==> config.mk <==
export PLATFORM = sky130hd
export DESIGN_NAME = sram_save
export DESIGN_NICKNAME = d
export VERILOG_FILES = /design/src/rtl/sram_save_pkg.sv /design/src/rtl/sram_save.sv
export SDC_FILE = /design/constraint.sdc
export NUM_CORES = 1
export LEC_CHECK = 0
export CAP_MARGIN = 20
export CORE_MARGIN = 2
export CORE_UTILIZATION = 39
export CTS_CLUSTER_SIZE = 40
export DETAILED_ROUTE_END_ITERATION = 12
export GPL_TIMING_DRIVEN = 0
export PLACE_DENSITY_LB_ADDON = 0.08
export SKIP_LAST_GASP = 1
export SLEW_MARGIN = 10
export SYNTH_ARGS = -nofsm -noshare
export SYNTH_HDL_FRONTEND = slang
export SYNTH_SLANG_ARGS = --single-unit
==> constraint.sdc <==
create_clock -name clk -period 5.51 [get_ports clk]
set_input_delay 0.8265 -clock clk [delete_from_list [all_inputs] [get_ports clk]]
set_output_delay 0.8265 -clock clk [all_outputs]
set_load 0.005 [all_outputs]
==> src/rtl/sram_save_pkg.sv <==
// Shared types and address-map constants for the SRAM save path (SDRAM -> DDR3).
// The HPS side reads save buffers at SAVE_DDR3_BASE + slot * SAVE_SLOT_STRIDE.
package sram_save_pkg;

    typedef enum logic [2:0] {
        StIdle,
        StGrant,
        StRd,
        StWr,
        StTail,
        StDone
    } save_state_t;

    localparam logic [27:0] SAVE_DDR3_BASE   = 28'h1F00000;
    localparam logic [27:0] SAVE_SLOT_STRIDE = 28'h0010000;
    localparam int unsigned SAVE_SIZE_W      = 17;

endpackage

==> src/rtl/sram_save.sv <==
// Copies a cartridge SRAM image from SDRAM into a per-slot DDR3 buffer, one byte at a time.
// Define SRAM_SAVE_CHECKSUM_EN to append the inverted 8-bit byte sum after the image.
module sram_save
    import sram_save_pkg::*;
#(
    parameter logic [27:0] DDR3_BASE   = SAVE_DDR3_BASE,
    parameter logic [27:0] SLOT_STRIDE = SAVE_SLOT_STRIDE,
    parameter int unsigned SIZE_W      = SAVE_SIZE_W
) (
    input  logic              clk,
    input  logic              reset,
    input  logic              save_req,
    input  logic              save_slot,
    input  logic [24:0]       sram_base,
    input  logic [SIZE_W-1:0] sram_size,
    output logic              sdram_request,
    output logic [24:0]       sdram_addr,
    output logic              sdram_rd,
    input  logic [7:0]        sdram_dout,
    input  logic              sdram_ready,
    output logic              ddr3_request,
    output logic [27:0]       ddr3_addr,
    output logic [7:0]        ddr3_din,
    output logic              ddr3_wr,
    input  logic              ddr3_ready,
    output logic              busy,
    output logic              done
);

    save_state_t       state_q, state_d;
    logic              slot_q, slot_d;
    logic [24:0]       base_q, base_d;
    logic [SIZE_W-1:0] size_q, size_d;
    logic [SIZE_W-1:0] idx_q, idx_d;
    logic [7:0]        data_q, data_d;
    logic [SIZE_W-1:0] idx_inc;
    logic [27:0]       ddr3_target;

`ifdef SRAM_SAVE_CHECKSUM_EN
    logic [7:0]        sum_q, sum_d;
`endif

    assign idx_inc     = idx_q + SIZE_W'(1);
    // In TAIL idx_q equals size_q, so the same target lands on buffer + size.
    assign ddr3_target = DDR3_BASE + (slot_q ? SLOT_STRIDE : 28'd0) + 28'(idx_q);

    always_comb begin
        state_d       = state_q;
        slot_d        = slot_q;
        base_d        = base_q;
        size_d        = size_q;
        idx_d         = idx_q;
        data_d        = data_q;
`ifdef SRAM_SAVE_CHECKSUM_EN
        sum_d         = sum_q;
`endif
        sdram_request = 1'b0;
        sdram_addr    = 25'd0;
        sdram_rd      = 1'b0;
        ddr3_request  = 1'b0;
        ddr3_addr     = 28'd0;
        ddr3_din      = 8'd0;
        ddr3_wr       = 1'b0;
        busy          = 1'b0;
        done          = 1'b0;

        unique case (state_q)
            StIdle: begin
                if (save_req) begin
                    slot_d  = save_slot;
                    base_d  = sram_base;
                    size_d  = sram_size;
                    idx_d   = '0;
`ifdef SRAM_SAVE_CHECKSUM_EN
                    sum_d   = 8'd0;
`endif
                    state_d = (sram_size == '0) ? StDone : StGrant;
                end
            end
            StGrant: begin
                sdram_request = 1'b1;
                ddr3_request  = 1'b1;
                busy          = 1'b1;
                state_d       = StRd;
            end
            StRd: begin
                sdram_request = 1'b1;
                ddr3_request  = 1'b1;
                busy          = 1'b1;
                sdram_rd      = 1'b1;
                sdram_addr    = base_q + 25'(idx_q);
                if (sdram_ready) begin
                    data_d  = sdram_dout;
`ifdef SRAM_SAVE_CHECKSUM_EN
                    sum_d   = sum_q + sdram_dout;
`endif
                    state_d = StWr;
                end
            end
            StWr: begin
                sdram_request = 1'b1;
                ddr3_request  = 1'b1;
                busy          = 1'b1;
                ddr3_wr       = 1'b1;
                ddr3_addr     = ddr3_target;
                ddr3_din      = data_q;
                if (ddr3_ready) begin
                    idx_d = idx_inc;
                    if (idx_inc == size_q) begin
`ifdef SRAM_SAVE_CHECKSUM_EN
                        state_d = StTail;
`else
                        state_d = StDone;
`endif
                    end else begin
                        state_d = StRd;
                    end
                end
            end
            StTail: begin
`ifdef SRAM_SAVE_CHECKSUM_EN
                sdram_request = 1'b1;
                ddr3_request  = 1'b1;
                busy          = 1'b1;
                ddr3_wr       = 1'b1;
                ddr3_addr     = ddr3_target;
                ddr3_din      = ~sum_q;
                if (ddr3_ready) begin
                    state_d = StDone;
                end
`else
                state_d = StDone;
`endif
            end
            StDone: begin
                done    = 1'b1;
                state_d = StIdle;
            end
            default: state_d = StIdle;
        endcase
    end

    always_ff @(posedge clk) begin
        if (!reset) begin
            state_q <= StIdle;
            slot_q  <= 1'b0;
            base_q  <= 25'd0;
            size_q  <= '0;
            idx_q   <= '0;
            data_q  <= 8'd0;
`ifdef SRAM_SAVE_CHECKSUM_EN
            sum_q   <= 8'd0;
`endif
        end else begin
            state_q <= state_d;
            slot_q  <= slot_d;
            base_q  <= base_d;
            size_q  <= size_d;
            idx_q   <= idx_d;
            data_q  <= data_d;
`ifdef SRAM_SAVE_CHECKSUM_EN
            sum_q   <= sum_d;
`endif
        end
    end

endmodule
# After elaboration in Yosys (flattened, before gate mapping)
# Index checks and enable logic that the tools add are counted.
[word_totals]
elab_cells = 44
ff_bits = 71
output_inout_bits = 67
[classes]
n_mux = 17
eq_ne = 9
addsub = 4
reduce_logical = 8
[ops]
columns = ["op", "count"]
rows = [
  ["17-bit 2-to-1 mux", 3],
  ["17-bit case mux with 2 select lines", 1],
  ["26-bit by 17-bit adder with 27-bit output", 1],
  ["27-bit 2-to-1 mux", 1],
  ["25-bit by 17-bit adder with 26-bit output (first input constant)", 1],
  ["25-bit by 17-bit adder with 25-bit output", 1],
  ["25-bit 2-to-1 mux", 1],
  ["17-bit by 1-bit adder with 17-bit output (second input constant)", 1],
  ["17-bit equality test", 1],
  ["17-bit logical NOT", 1],
  ["3-bit 2-to-1 mux", 5],
  ["3-bit case mux with 5 select lines", 1],
  ["8-bit 2-to-1 mux", 1],
  ["3-bit by 2-bit equality test with 1-bit output (second input constant)", 2],
  ["3-bit equality test (second input constant)", 2],
  ["2-bit != test (second input constant)", 3],
  ["3-bit AND reduction", 2],
  ["1-bit 2-to-1 mux", 4],
  ["2-bit AND reduction", 2],
  ["3-bit by 1-bit equality test with 1-bit output (second input constant)", 1],
  ["3-bit logical NOT", 1],
  ["3-bit OR reduction", 1],
  ["2-bit nonzero test", 1],
]

# Logic depth before layout (Yosys ltp)
[logic_depth]
ltp_word = 5
ltp_mapped = 9
depth_no_buf = 9

# Worst setup path after synthesis
# Ideal clock, no wire load.
[synth_timing]
kind = "register -> output"
start = "reg idx_q[1]"
end = "out sdram_addr[19]"
required_time_ps = 4683
arrival_ps = 2274
path_stages_with_launch = 9
setup_slack_ps = 2409
cell_sequence = "dfxtp_1 -> ha_1 -> a211o_1 -> o211ai_1 -> a2111oi_2 -> o311ai_2 -> a211oi_2 -> o311ai_1 -> mux2i_1"
[synth_between]
elab_chain_len = 2
[synth_rtl]
columns = ["element", "line", "rtl"]
rows = [
  ["start: declaration", "sram_save.sv:34", "logic [SIZE_W-1:0] idx_q, idx_d;"],
  ["start signal: assignment", "sram_save.sv:159", "idx_q <= idx_d;"],
  ["25-bit by 17-bit adder with 25-bit output", "sram_save.sv:91", "sdram_addr = base_q + 25'(idx_q);"],
  ["25-bit 2-to-1 mux", "sram_save.sv:67", "unique case (state_q)"],
  ["end: declaration", "sram_save.sv:17", "output logic [24:0] sdram_addr,"],
]
# No other way between the ends.

# Worst setup path after layout
[layout_timing]
start = "reg idx_q[0]"
end = "out sdram_addr[20]"
# The elaborated chain is that of the path after synthesis.

==> flow_summary.toml <==
[setup_path]
cp_slowest_cell = "dfxtp_1"
worstSetupPathType = "flop to output port"
path_buf_inv = 1
required_ps = 4680
max_stage_delay_ps = 540
crit_family = "compound AO/OA/AOI/OAI gates"
worstPathMaxFanout = 8
cp-end-kind = "output port"
crit_chain = "ha_1 -> fa_1 -> a21o_1 -> nand4_1 -> a31o_2 -> a21oi_1 -> o211ai_1 -> a2111o_1 -> o21ai_1 -> clkdlybuf4s50_1"
crit_arrival_ps = 3570
worst_setup_path_start_kind = "flop"

[cells_and_area]
fin_cells = 907
final_layout_size_suffix_gt1_share_pct = 6.28
insertedDiodeCount = 0
syn2layout_area_growth_pct = 36.3
nets = 835

[clock_network]
cts_htree_levels = 3
ctsHoldBuffers = 0
ctsResizeCount = 0
clk_latency_ps = 340
cts_buffers = 9
cts_tree = "yes"
clockBufferDepth = 2
root_buffer = "clkbuf_16"
clk_pin_slew_ps = 60
clock_sinks = 71
post_cts.repair.setup_buffers = 0

[synth]
synth.distinct_cells = 59
synth_area_leaders = "dfxtp_1, nand2_1, a21oi_1, ha_1, and2_1"
avgSynthCellArea_um2 = 7.42
async_reset_ff_share_pct = 0
ys.flop_type = "dfxtp_1"
synth.top_cell.area_share_pct = 30.6
syn_area_um2 = 4650
yosysTopAreaCell = "dfxtp_1"
synth_edf_count = 0
yosysSeqAreaShare_pct = 30.6
ys_seq_elements = 71
ys_warn_count = 0
postSynthCellCount = 627

[place]
hpwl_mm = 11.0
numPortBuffers = 117
placed_cells = 891
gp_congestion = 0.894
dp_slack_ps = 1460

[die]
coreArea_um2 = 11500
dieArea_um2 = 12800
fp.dieH_um = 113
start_util_pct = 40.4
io_pins = 123
die-width_um = 113
row_count = 39

[route]
dr_total_vias = 4747
vias_per_cell = 5.23
totalWireLength_mm = 14.2
firstDrtPassIters = 9
drt_iter0_drc = 262
wl_per_cell_um = 15.7
drc = 10
ant_nets = 0

[power_and_ir_drop]
leakage_nw = 2.48
powerDensity_nw_per_um2 = 227
ir_drop_mv = 0.159
p_total_mw = 1.44

[timing]
slew_headroom_pct = 58.5
rsz0062_at_grt = "no"
setup_violations = 0
fin_crit_ps = 4400
final-hold-violation-count = 0
finalClockSkew_ps = 6.72
slew_viol_final = 0
max_freq_mhz = 227
setup_tns_ps = 0
period_share_pct = 79.8
worst_slack_ps = 1110
worst_pin_slew_ps = 617

[hold_path]
hold_class = "flop to flop"

[outcome]
violations = "design-rule violations"
status = "finished, violations left"

[grt]
grt_pass1_vias = 4495
grt_overflow = 0
grt_pass1_wl_mm = 22.3
grtUsageTotal_pct = 21.8
antenna_found_initial = 0
grt_max_degree = 16

[job]
drv_cap = 0
flip-flops by register name, summed over array words and instances (netlist names):
| register | count |
|---|---|
| data_q | 8 |
| idx_q | 17 |
| base_q | 25 |
| size_q | 17 |
| slot_q | 1 |
| state_q | 3 |
where the power goes:
part	leakage, nW	internal, mW	switching [mW]
logic	1.74	0.115	0.131
clock network	0.162	0.407	0.225
registers	0.579	0.542	0.0208
cell usage after synthesis (2+ instances only):
master and count:
a31oi_1 2, o21ai_1 2, xnor2_1 23, and3_1 9
nand2b_1 7, a21boi_0 3, ha_1 19, inv_1 5
o21ai_0 15, and2_1 34, nor2_1 42, xor2_1 16
buf_4 15, nand2_1 136, o211ai_1 2, dfxtp_1 71
a311oi_1 4, buf_2 5, mux2i_1 9, nand3_1 14
nor3b_1 3, a22oi_1 3, clkbuf_1 29, o211a_1 2
nor3_1 16, nand4_1 9, o31ai_1 2, a21o_1 11
o21a_1 4, nor4_1 8, a21oi_1 79
cells by family (layout without fill, tap and decap cells):
kind of cell,after synthesis,after routing,synth area share [%]
xor+xnor,39,39,7.34
other cells,1,5,0.0806
fa+ha+maj,20,20,5.54
compound gates,141,141,18.6
simple gates,290,290,29.9
buf+inv,55,188,5.78
mux,10,10,2.18
flops,71,71,30.6
through the flow:
step	hold WS [ps]	cell area, um^2	utilization, %
after CTS	455	6340	55.1
after detailed placement	447	6020	52.2
final	453	6340	55.1
after global routing	472	6340	55.1
after global placement	438	6020	52.2
after floorplan	432	4670	-
path summary, 6_finish.rpt:
kind                               start                 endpoint  slack [ps]  cells past startpoint
hold reg to reg   data_q[3]$_SDFFE_PN0P_   data_q[3]$_SDFFE_PN0P_         450                      2
setup / recovery   idx_q[0]$_SDFFE_PN0P_           sdram_addr[20]        1110                     10
setup reg to reg   idx_q[1]$_SDFFE_PN0P_  state_q[0]$_SDFFE_PN0P_        2830                      9
hold / removal    data_q[3]$_SDFFE_PN0P_   data_q[3]$_SDFFE_PN0P_         450                      2
layout make-up:
type | count | area, um^2
Fill cell | 1136 | 5180
Inverter | 6 | 22.5
Multi-Input combinational cell | 505 | 2980
Sequential cell | 71 | 1420
Tap cell | 143 | 179
Timing Repair Buffer | 117 | 1170
Clock buffer | 10 | 239
Buffer | 49 | 246
Clock inverter | 6 | 83.8
cells in the final DEF, fill, tap and decap left out, types with 8 or more instances in the layout:
cell type and n:
a21o_1 11, a21oi_1 79, and2_1 34, and3_1 9
buf_4 15, clkbuf_1 29, clkbuf_16 9, clkdlybuf4s50_1 117
dfxtp_1 71, ha_1 19, mux2i_1 9, nand2_1 136
nand3_1 14, nand4_1 9, nor2_1 42, nor3_1 16
nor4_1 8, o21ai_0 15, xnor2_1 23, xor2_1 16
worst register-to-register path: stages, from the launching register on:
cell     delay [ps]
dfxtp_1         580
ha_1            370
and3_1          190
buf_4           180
and4_1          280
nand3_1         160
nor3b_1         240
o21ai_1         140
o311a_1         350
o22ai_2         120
layer usage:
metal  GRT usage, %  part of all wire [%]  vias up
li1               -                     -     2412
met1           28.2                    46     2158
met2           37.2                    47      157
met3           4.18                   5.6       20
met4           6.02                   1.6        0
met5              0                     0        -
Note: power is estimated with default switching activity, not from simulation.
